===== config.mk =====
export PLATFORM = sky130hd
export DESIGN_NAME = spi_flash_controller
export DESIGN_NICKNAME = d
export VERILOG_FILES = /design/src/rtl/spi_flash_controller.sv
export SDC_FILE = /design/constraint.sdc
export NUM_CORES = 1
export LEC_CHECK = 0
export CORE_MARGIN = 2
export CORE_UTILIZATION = 45
export CTS_BUF_LIST = sky130_fd_sc_hd__clkbuf_8 sky130_fd_sc_hd__clkbuf_16
export DETAILED_ROUTE_END_ITERATION = 10
export GPL_ROUTABILITY_DRIVEN = 0
export PLACE_DENSITY_LB_ADDON = 0.3
export SLEW_MARGIN = 20
export SYNTH_ARGS = -nofsm -noshare
export SYNTH_HDL_FRONTEND = slang
export SYNTH_SLANG_ARGS = --single-unit

===== constraint.sdc =====
create_clock -name clk_in -period 3.43 [get_ports clk_in]
set_clock_uncertainty 0.2 [all_clocks]
set_input_delay 0.8575 -clock clk_in [delete_from_list [all_inputs] [get_ports clk_in]]
set_output_delay 0.8575 -clock clk_in [all_outputs]
set_load 0.005 [all_outputs]

===== src/rtl/spi_flash_controller.sv =====
// SPI mode-0 master that fetches 16-bit flash words and reads/writes PSRAM bytes over a shared bus.
// Define SPI_FLASH_FAST_READ_EN to switch flash reads to command 0x0B with 8 dummy bits.
module spi_flash_controller (
    input  logic        clk_in,
    input  logic        reset_in,
    output logic        sclk_out,
    output logic        flash_cs_out,
    output logic        psram_cs_out,
    output logic        mosi_out,
    input  logic        miso_in,
    input  logic [15:0] addr_in,
    input  logic        addr_valid_in,
    input  logic [1:0]  mem_type_in,
    input  logic [7:0]  psram_data_in,
    output logic [15:0] flash_data_out,
    output logic        flash_data_valid_out,
    output logic [7:0]  psram_data_out,
    output logic        psram_data_valid_out,
    output logic        busy_out
);

    // state    | meaning
    // ST_IDLE  | bus idle, waiting for a request
    // ST_CMD   | shifting the 8-bit command
    // ST_ADDR  | shifting the 24-bit address
    // ST_DUMMY | 8 dummy bits (fast flash read only)
    // ST_DATA  | data bits, then one sclk-low tail cycle with bit count at zero
    // ST_DONE  | CS released, valid pulse, bus free again
    typedef enum logic [2:0] {
        ST_IDLE,
        ST_CMD,
        ST_ADDR,
        ST_DUMMY,
        ST_DATA,
        ST_DONE
    } state_t;

    localparam logic [1:0] TYPE_IMEM_READ  = 2'b00;
    localparam logic [1:0] TYPE_DMEM_READ  = 2'b01;
    localparam logic [1:0] TYPE_DMEM_WRITE = 2'b10;
    localparam logic [1:0] TYPE_RSVD       = 2'b11;

`ifdef SPI_FLASH_FAST_READ_EN
    localparam logic [7:0] FLASH_CMD = 8'h0B;
    localparam logic       FAST_READ = 1'b1;
`else
    localparam logic [7:0] FLASH_CMD = 8'h03;
    localparam logic       FAST_READ = 1'b0;
`endif

    state_t      state_q, state_d;
    logic [4:0]  bit_cnt_q, bit_cnt_d;
    logic        sclk_q, sclk_d;
    logic [1:0]  type_q, type_d;
    logic [39:0] tx_q, tx_d;
    logic [15:0] rx_q, rx_d;
    logic [15:0] flash_data_q, flash_data_d;
    logic [7:0]  psram_data_q, psram_data_d;

    logic       start;
    logic       in_frame;
    logic [7:0] cmd_sel;

    assign start = addr_valid_in && (mem_type_in != TYPE_RSVD);

    always_comb begin
        cmd_sel = 8'h03;
        if (mem_type_in == TYPE_IMEM_READ) begin
            cmd_sel = FLASH_CMD;
        end else if (mem_type_in == TYPE_DMEM_WRITE) begin
            cmd_sel = 8'h02;
        end
    end

    always_comb begin
        state_d      = state_q;
        bit_cnt_d    = bit_cnt_q;
        sclk_d       = sclk_q;
        type_d       = type_q;
        tx_d         = tx_q;
        rx_d         = rx_q;
        flash_data_d = flash_data_q;
        psram_data_d = psram_data_q;

        case (state_q)
            // DONE drops busy, so a request arriving then is taken on the edge leaving DONE
            ST_IDLE, ST_DONE: begin
                state_d = ST_IDLE;
                sclk_d  = 1'b0;
                if (start) begin
                    state_d   = ST_CMD;
                    bit_cnt_d = 5'd8;
                    type_d    = mem_type_in;
                    tx_d      = {cmd_sel, 8'h00, addr_in,
                                 (mem_type_in == TYPE_DMEM_WRITE) ? psram_data_in : 8'h00};
                end
            end
            ST_CMD, ST_ADDR, ST_DUMMY, ST_DATA: begin
                if (bit_cnt_q == 5'd0) begin
                    state_d = ST_DONE;
                    if (type_q == TYPE_IMEM_READ) begin
                        flash_data_d = rx_q;
                    end else if (type_q == TYPE_DMEM_READ) begin
                        psram_data_d = rx_q[7:0];
                    end
                end else if (!sclk_q) begin
                    sclk_d = 1'b1;
                end else begin
                    // falling SCLK: advance MOSI, capture MISO
                    sclk_d    = 1'b0;
                    tx_d      = {tx_q[38:0], 1'b0};
                    bit_cnt_d = bit_cnt_q - 5'd1;
                    if (state_q == ST_DATA) begin
                        rx_d = {rx_q[14:0], miso_in};
                    end
                    if (bit_cnt_q == 5'd1) begin
                        case (state_q)
                            ST_CMD: begin
                                state_d   = ST_ADDR;
                                bit_cnt_d = 5'd24;
                            end
                            ST_ADDR: begin
                                if (FAST_READ && (type_q == TYPE_IMEM_READ)) begin
                                    state_d   = ST_DUMMY;
                                    bit_cnt_d = 5'd8;
                                end else begin
                                    state_d   = ST_DATA;
                                    bit_cnt_d = (type_q == TYPE_IMEM_READ) ? 5'd16 : 5'd8;
                                end
                            end
                            ST_DUMMY: begin
                                state_d   = ST_DATA;
                                bit_cnt_d = 5'd16;
                            end
                            default: state_d = state_q;
                        endcase
                    end
                end
            end
            default: state_d = ST_IDLE;
        endcase
    end

    always_ff @(posedge clk_in or negedge reset_in) begin
        if (!reset_in) begin
            state_q      <= ST_IDLE;
            bit_cnt_q    <= 5'd0;
            sclk_q       <= 1'b0;
            type_q       <= TYPE_IMEM_READ;
            tx_q         <= 40'h0;
            rx_q         <= 16'h0;
            flash_data_q <= 16'h0000;
            psram_data_q <= 8'h00;
        end else begin
            state_q      <= state_d;
            bit_cnt_q    <= bit_cnt_d;
            sclk_q       <= sclk_d;
            type_q       <= type_d;
            tx_q         <= tx_d;
            rx_q         <= rx_d;
            flash_data_q <= flash_data_d;
            psram_data_q <= psram_data_d;
        end
    end

    assign in_frame = (state_q == ST_CMD) || (state_q == ST_ADDR) ||
                      (state_q == ST_DUMMY) || (state_q == ST_DATA);

    assign busy_out     = in_frame;
    assign flash_cs_out = !(in_frame && (type_q == TYPE_IMEM_READ));
    assign psram_cs_out = !(in_frame && (type_q != TYPE_IMEM_READ));
    assign sclk_out     = sclk_q;
    // read data phases keep MOSI low; tx_q is only meaningful until data starts
    assign mosi_out     = tx_q[39] && ((state_q == ST_CMD) || (state_q == ST_ADDR) ||
                                       (state_q == ST_DUMMY) ||
                                       ((state_q == ST_DATA) && (type_q == TYPE_DMEM_WRITE)));

    assign flash_data_out       = flash_data_q;
    assign psram_data_out       = psram_data_q;
    assign flash_data_valid_out = (state_q == ST_DONE) && (type_q == TYPE_IMEM_READ);
    assign psram_data_valid_out = (state_q == ST_DONE) && (type_q != TYPE_IMEM_READ);

endmodule


# After elaboration in Yosys (flattened, before gate mapping)
# Index checks and enable logic that the tools add are counted.
word_totals:
  reg_bits: 91
  wordCells: 79
  out_inout_bits: 31
  input_bits: 30
classes:
  bitwise_logic: 2
  n_reduce_logical: 29
  addsub: 1
  eq_ne: 16
  mux: 23
op_table:
  columns: ["operator", "count"]
  rows:
  - ["$mux W40", 3]
  - ["$pmux W40 S2", 1]
  - ["$mux W5", 5]
  - ["$mux W8", 2]
  - ["$pmux W5 S3", 1]
  - ["$pmux W3 S2", 2]
  - ["$reduce_and A4 Y1", 3]
  - ["$pmux W5 S2", 1]
  - ["$mux W3", 3]
  - ["$ne A2 B2 Y1 const B", 4]
  - ["$logic_and A1 B1 Y1", 7]
  - ["$eq A3 B2 Y1 const B", 2]
  - ["$eq A3 B3 Y1 const B", 2]
  - ["$ne A3 B3 Y1 const B", 2]
  - ["$reduce_and A3 Y1", 2]
  - ["$eq A5 B1 Y1 const B", 1]
  - ["$logic_not A5 Y1", 1]
  - ["$sub A5 B1 Y5 const B", 1]
  - ["$eq A2 B2 Y1 const B", 2]
  - ["$logic_not A2 Y1", 2]
  - ["$logic_or A1 B1 Y1", 4]
  - ["$mux W1", 4]
  - ["$ne A4 B4 Y1 const B", 1]
  - ["$reduce_and A2 Y1", 2]
  - ["other kinds (9)", 13]

# Logic depth before layout (Yosys ltp)
logic_depth:
  word_depth: 7
  mapped_depth: 8
  depth_no_buf: 6

# Worst setup path after synthesis
# Ideal clock, no wire load.
synth_timing:
  path_type: "reg-to-output"
  from: "register state_q[0]"
  to: "output psram_cs_out"
  required_time_ns: 2.372
  slack_ns: 0.554
  t_arrival_ns: 1.818
  n_path_buf: 3
  path_stages_with_launch: 7
  path_cell_list: "dfrtp_1 > o21ai_0 > and2_1 > clkbuf_1 > clkbuf_1 > clkbuf_1 > o21ai_0"
synth_via:
  elab_chain_len: 6
synth_rtl:
  columns: ["element", "line_no", "rtl"]
  rows:
  - ["start, declared", "51", "state_t state_q, state_d;"]
  - ["start signal, assigned", "155", "state_q <= state_d;"]
  - ["$eq A3 B1 Y1 or $eq A3 B2 Y1 (tied branches)", "166", "assign in_frame = (state_q == ST_CMD) || (state_q == ST_ADDR) ||"]
  - ["$logic_or A1 B1 Y1 (2 in series)", "166", null]
  - ["$logic_or A1 B1 Y1 (*)", "167", "(state_q == ST_DUMMY) || (state_q == ST_DATA);"]
  - ["via busy_out", "19", "output logic busy_out"]
  - ["$logic_and A1 B1 Y1 (*)", "171", "assign psram_cs_out = !(in_frame && (type_q != TYPE_IMEM_READ));"]
  - ["$logic_not A1 Y1 (*)", "171", null]
  - ["end, declared", "8", "output logic psram_cs_out,"]
# Mark *: on every way through the listed nets, which the timed path passes. The rest lies on a longest branch.

# Worst setup path after layout
layout_timing:
  from: "register state_q[0]"
  to: "output psram_cs_out"
layout_via:
  elab_chain_len: 6
layout_rtl:
  columns: ["element", "line_no"]
  rows:
  - ["$eq A3 B1 Y1 or $eq A3 B2 Y1 (tied branches)", "166"]
  - ["$logic_or A1 B1 Y1 (2 in series)", "166"]
  - ["$logic_or A1 B1 Y1 (*)", "167"]
  - ["$logic_and A1 B1 Y1 (*)", "171"]
  - ["$logic_not A1 Y1 (*)", "171"]
# Every way passes the cells marked *; elsewhere a longest branch is shown, timed or not.

==> impl_results.html <==
<table>
<tr><th>Metric</th><th>Value</th></tr>
<tr><th colspan="2">STA</th></tr>
<tr><td>Hold slack</td><td>around 0.28 ns</td></tr>
<tr><td>Setup repair after global routing missed its margin</td><td>no</td></tr>
<tr><td>Final hold violation count</td><td>0</td></tr>
<tr><td>Worst rel slew slack</td><td>52.13%</td></tr>
<tr><td>Final number of max-transition violations</td><td>0</td></tr>
<tr><td>Total negative slack</td><td>0 ns</td></tr>
<tr><td>Final worst-path setup slack</td><td>between 0.2 and 0.3 ns</td></tr>
<tr><td>Final clock period utilization by the worst path</td><td>92.37%</td></tr>
<tr><td>Number of endpoints failing setup at the final stage</td><td>0</td></tr>
<tr><td>Transition time of the tightest slew-check pin</td><td>0.7080 ns</td></tr>
<tr><td>FMAX</td><td>roughly 320 MHz</td></tr>
<tr><td>Minimum clock period</td><td>approximately 3.2 ns</td></tr>
<tr><th colspan="2">GRT</th></tr>
<tr><td>Pin count of the biggest net entering global routing</td><td>54</td></tr>
<tr><td>First-pass GRT wire length</td><td>13430 µm</td></tr>
<tr><td>Total congestion overflow</td><td>0</td></tr>
<tr><td>Number of global-route vias before repair</td><td>about 2800</td></tr>
<tr><td>Initial antenna violation count</td><td>0</td></tr>
<tr><td>Overall fraction of global-route tracks in use</td><td>between 15 and 20%</td></tr>
<tr><th colspan="2">Setup path</th></tr>
<tr><td>Maximum fanout encountered on the critical timing path</td><td>6</td></tr>
<tr><td>Reg-to-Reg End</td><td>tx_q[1]</td></tr>
<tr><td>Number of cells on the worst reg-to-reg path</td><td>8</td></tr>
<tr><td>Data required time of the critical path</td><td>2.37 ns</td></tr>
<tr><td>Buf+Inv Stages, Crit Path</td><td>1</td></tr>
<tr><td>Cell family with most CP delay</td><td>simple AND/OR/NAND/NOR gates</td></tr>
<tr><td>Stage delay of the slowest cell on the critical path</td><td>0.55 ns</td></tr>
<tr><td>Worst reg2reg setup slack</td><td>0.51 ns</td></tr>
<tr><td>Worst path cell trace</td><td>or3_1, and2_2, o21ai_0, clkdlybuf4s50_1</td></tr>
<tr><td>Critical path endpoint category</td><td>output port</td></tr>
<tr><td>Type of the worst setup path</td><td>reg -&gt; out</td></tr>
<tr><td>Critical path launch point type</td><td>register</td></tr>
<tr><td>Data arrival time of the critical path</td><td>2.11 ns</td></tr>
<tr><td>Reg-to-Reg Start</td><td>bit_cnt_q[0]</td></tr>
<tr><td>Cell with the biggest individual delay on the critical path</td><td>sky130_fd_sc_hd__clkdlybuf4s50_1</td></tr>
<tr><th colspan="2">Yosys</th></tr>
<tr><td>XOR/XNOR share of the synthesized area</td><td>less than 1%</td></tr>
<tr><td>Area leader, netlist</td><td>sky130_fd_sc_hd__dfrtp_1</td></tr>
<tr><td>Count of yosys warnings during synthesis</td><td>0</td></tr>
<tr><td>Biggest area contributors in the synthesized netlist</td><td>sky130_fd_sc_hd__dfrtp_1 54%, sky130_fd_sc_hd__mux2_2 16%, sky130_fd_sc_hd__mux2_4 7.1%</td></tr>
<tr><td>Fraction of registers with async set/reset</td><td>100.0%</td></tr>
<tr><td>Fraction of post-synthesis cell area in the top cell type by area</td><td>53.51%</td></tr>
<tr><td>Sequential cell area fraction in the yosys report</td><td>between 50% and 60%</td></tr>
<tr><td>Multiplexer area fraction after synthesis</td><td>between 20 and 30%</td></tr>
<tr><td>Flop and latch count out of synthesis</td><td>91</td></tr>
<tr><td>Combinational family with the most area after synthesis</td><td>multiplexers</td></tr>
<tr><td>Mapped Nets</td><td>357</td></tr>
<tr><td>Fraction of the mapped netlist area in adder cells</td><td>0.8821%</td></tr>
<tr><td>Mean instance size in the synthesized netlist</td><td>roughly 13 µm²</td></tr>
<tr><td>Area of the mapped netlist</td><td>4255 µm²</td></tr>
<tr><td>Synth Area in Compound Gates</td><td>6.586%</td></tr>
<tr><td>Number of flops mapped to enable cells by yosys</td><td>0</td></tr>
<tr><td>Cell variety after synth</td><td>43</td></tr>
<tr><td>Most used DFF post-synth</td><td>sky130_fd_sc_hd__dfrtp_1</td></tr>
<tr><td>Post-synthesis share of cell area spent on and, or, nand and nor gates</td><td>7.586%</td></tr>
<tr><td>Synth Instances</td><td>324</td></tr>
<tr><th colspan="2">Final layout</th></tr>
<tr><td>P&amp;R area growth vs syn</td><td>22.64%</td></tr>
<tr><td>NumNets Final</td><td>about 420</td></tr>
<tr><td>Layout cells sized above 1</td><td>a little under a third</td></tr>
<tr><td>Count of inserted antenna diode cells</td><td>0</td></tr>
<tr><td>Filler instances</td><td>roughly 760</td></tr>
<tr><th colspan="2">Clock tree</th></tr>
<tr><td>Number of buffers added to fix hold violations after cts</td><td>0</td></tr>
<tr><td>Worst-path clk slew</td><td>0.08 ns</td></tr>
<tr><td>Number of buffers inserted during clock tree synthesis</td><td>9</td></tr>
<tr><td>TritonCTS clock tree</td><td>yes</td></tr>
<tr><td>Setup bufs post-CTS</td><td>0</td></tr>
<tr><td>Clock root cell</td><td>sky130_fd_sc_hd__clkbuf_8</td></tr>
<tr><td>CTS Sinks</td><td>91</td></tr>
<tr><td>CTS H-tree lvls</td><td>3</td></tr>
<tr><td>Post-CTS sizing</td><td>0</td></tr>
<tr><td>Clk Latency, worst-skew pair</td><td>between 0.3 and 0.4 ns</td></tr>
<tr><td>Number of buffers on the longest clock path</td><td>2</td></tr>
<tr><th colspan="2">Placed design</th></tr>
<tr><td>Dpl hpwl</td><td>5141 µm</td></tr>
<tr><td># port buffers</td><td>60</td></tr>
<tr><td>Post-placement setup slack</td><td>0.3089 ns</td></tr>
<tr><th colspan="2">Power and ir drop</th></tr>
<tr><td>Leakage component of the power</td><td>2.621 nW</td></tr>
<tr><td>Worst ir drop on vdd</td><td>0.2753 mV</td></tr>
<tr><td>Power per cell area</td><td>363.8 nW/µm²</td></tr>
<tr><th colspan="2">Drt</th></tr>
<tr><td>First-pass iteration count of the detailed router</td><td>4</td></tr>
<tr><td>Sum of routed wire length over all layers</td><td>between 7000 and 8000 µm</td></tr>
<tr><td>Detail Route Antenna Nets</td><td>0</td></tr>
<tr><td>Vias</td><td>2710</td></tr>
<tr><td>Detail-routed net length per standard cell</td><td>15.34 µm</td></tr>
<tr><td>Vias per cell</td><td>around 5.4</td></tr>
<tr><td>Number of design-rule violations left by the first detailed-router iteration</td><td>~150</td></tr>
<tr><td>Remaining DRCs</td><td>0</td></tr>
<tr><th colspan="2">Floorplan</th></tr>
<tr><td>Core area</td><td>9196 µm²</td></tr>
<tr><td>Starting utilization of the core area</td><td>46.27%</td></tr>
<tr><td>Full die area</td><td>around 10000 µm²</td></tr>
<tr><td>Die H</td><td>between 100 and 150 µm</td></tr>
<tr><td>Die Wd</td><td>101.2 µm</td></tr>
<tr><td>Number of placement rows</td><td>35</td></tr>
<tr><td>Top-level port count</td><td>61</td></tr>
<tr><th colspan="2">Hold path</th></tr>
<tr><td>Worst hold path type</td><td>in -&gt; async</td></tr>
<tr><th colspan="2">Status</th></tr>
<tr><td>Outcome</td><td>finished clean</td></tr>
<tr><th colspan="2">Flow run</th></tr>
<tr><td>Count of maximum capacitance violations</td><td>0</td></tr>
</table>
## cells by family (layout without fill, tap and decap cells)
logic type	after synthesis	in the layout
fa+ha+maj	3	3
mux	98	98
buf+inv	37	106
simple gates	56	56
flops	91	91
compound gates	37	37
xor+xnor	2	2
## per-stage QoR
step                power (mW)  cells  util [%]  instance area [µm²]
floorplan                1.125    324         -                 4255
global placement         1.192    489     54.54                 5016
detailed placement       1.194    489     54.54                 5016
CTS                      1.932    504     56.75                 5219
global route             1.980    504     56.75                 5219
finish                   1.899    504     56.75                 5219
## flip-flops by register name, indices dropped and copies added (netlist names)
register	count
sclk_out	1
psram_data_out	8
type_q	2
state_q	3
bit_cnt_q	5
rx_q	16
flash_data_out	16
tx_q	40
## layout make-up
cell class                      count  area [µm²]  area share [%]
Sequential cell                    91        2277           43.63
Multi-Input combinational cell    196        1819           34.86
Timing Repair Buffer               71       705.7           13.52
Tap cell                          111       138.9           2.661
Clock buffer                        9       123.9           2.374
Clock inverter                      6       78.83           1.510
Inverter                           20       75.07           1.439
## cells in the final DEF, fill, tap and decap left out, types with 5 or more instances in the layout
cell and count:
sky130_fd_sc_hd__inv_1 20, sky130_fd_sc_hd__o21ai_0 7, sky130_fd_sc_hd__buf_4 10, sky130_fd_sc_hd__a21oi_1 5, sky130_fd_sc_hd__nor2_1 5, sky130_fd_sc_hd__a22o_1 8
sky130_fd_sc_hd__mux2i_1 16, sky130_fd_sc_hd__nand2_1 20, sky130_fd_sc_hd__clkbuf_8 9, sky130_fd_sc_hd__clkdlybuf4s50_1 59, sky130_fd_sc_hd__dfrtp_1 91, sky130_fd_sc_hd__nand3_1 5
sky130_fd_sc_hd__mux2_4 20, sky130_fd_sc_hd__mux2_2 62
## cells in the mapped netlist (3+ instances only)
cell type,instances
sky130_fd_sc_hd__dfrtp_1,91
sky130_fd_sc_hd__nand2_1,20
sky130_fd_sc_hd__a31oi_1,3
sky130_fd_sc_hd__mux2i_1,16
sky130_fd_sc_hd__ha_1,3
sky130_fd_sc_hd__a22o_1,8
sky130_fd_sc_hd__nor4_1,3
sky130_fd_sc_hd__buf_2,6
sky130_fd_sc_hd__clkbuf_1,9
sky130_fd_sc_hd__nor3b_1,3
sky130_fd_sc_hd__a21oi_1,5
sky130_fd_sc_hd__nand3_1,5
sky130_fd_sc_hd__o21ai_0,7
sky130_fd_sc_hd__mux2_4,20
sky130_fd_sc_hd__nor2_1,5
sky130_fd_sc_hd__nor3_1,3
sky130_fd_sc_hd__mux2_2,62
sky130_fd_sc_hd__nor4b_1,3
sky130_fd_sc_hd__inv_1,20
sky130_fd_sc_hd__a22oi_1,3
## worst register-to-register path, stage by stage, from the launching register on
cell and delay [ns]:
sky130_fd_sc_hd__dfrtp_1 0.45, sky130_fd_sc_hd__inv_1 0.09, sky130_fd_sc_hd__ha_1 0.22, sky130_fd_sc_hd__nor4b_4 0.13
sky130_fd_sc_hd__buf_4 0.18, sky130_fd_sc_hd__nor4b_1 0.60, sky130_fd_sc_hd__or3_2 0.26, sky130_fd_sc_hd__buf_12 0.28
sky130_fd_sc_hd__mux2_2 0.40
## power breakdown
group          internal [mW]  switching, mW  leakage, nW
Clock                  0.341          0.387       0.0943
Combinational         0.0436         0.0377         1.30
Sequential              1.08        0.00679         1.23
## per-layer routing
layer  vias up  routed length, µm  GRT usage [%]
met3        12                301          3.589
li1       1287                  -              -
met4         0                128          5.509
met2        65               3634          26.24
met5         -                  0              0
met1      1346               3666          22.95
## worst max path at each step
stage	from	cells past startpoint	slack, ns	endpoint
floorplan	state_q[0]	6	0.55	psram_cs_out
global placement	addr_valid_in	6	0.35	tx_q[20]
detailed placement	mem_type_in[1]	6	0.31	tx_q[17]
CTS	state_q[0]	4	0.21	psram_cs_out
global route	state_q[0]	6	0.14	mosi_out
finish	state_q[0]	4	0.26	psram_cs_out
Note: power is estimated with default switching activity, not from simulation.
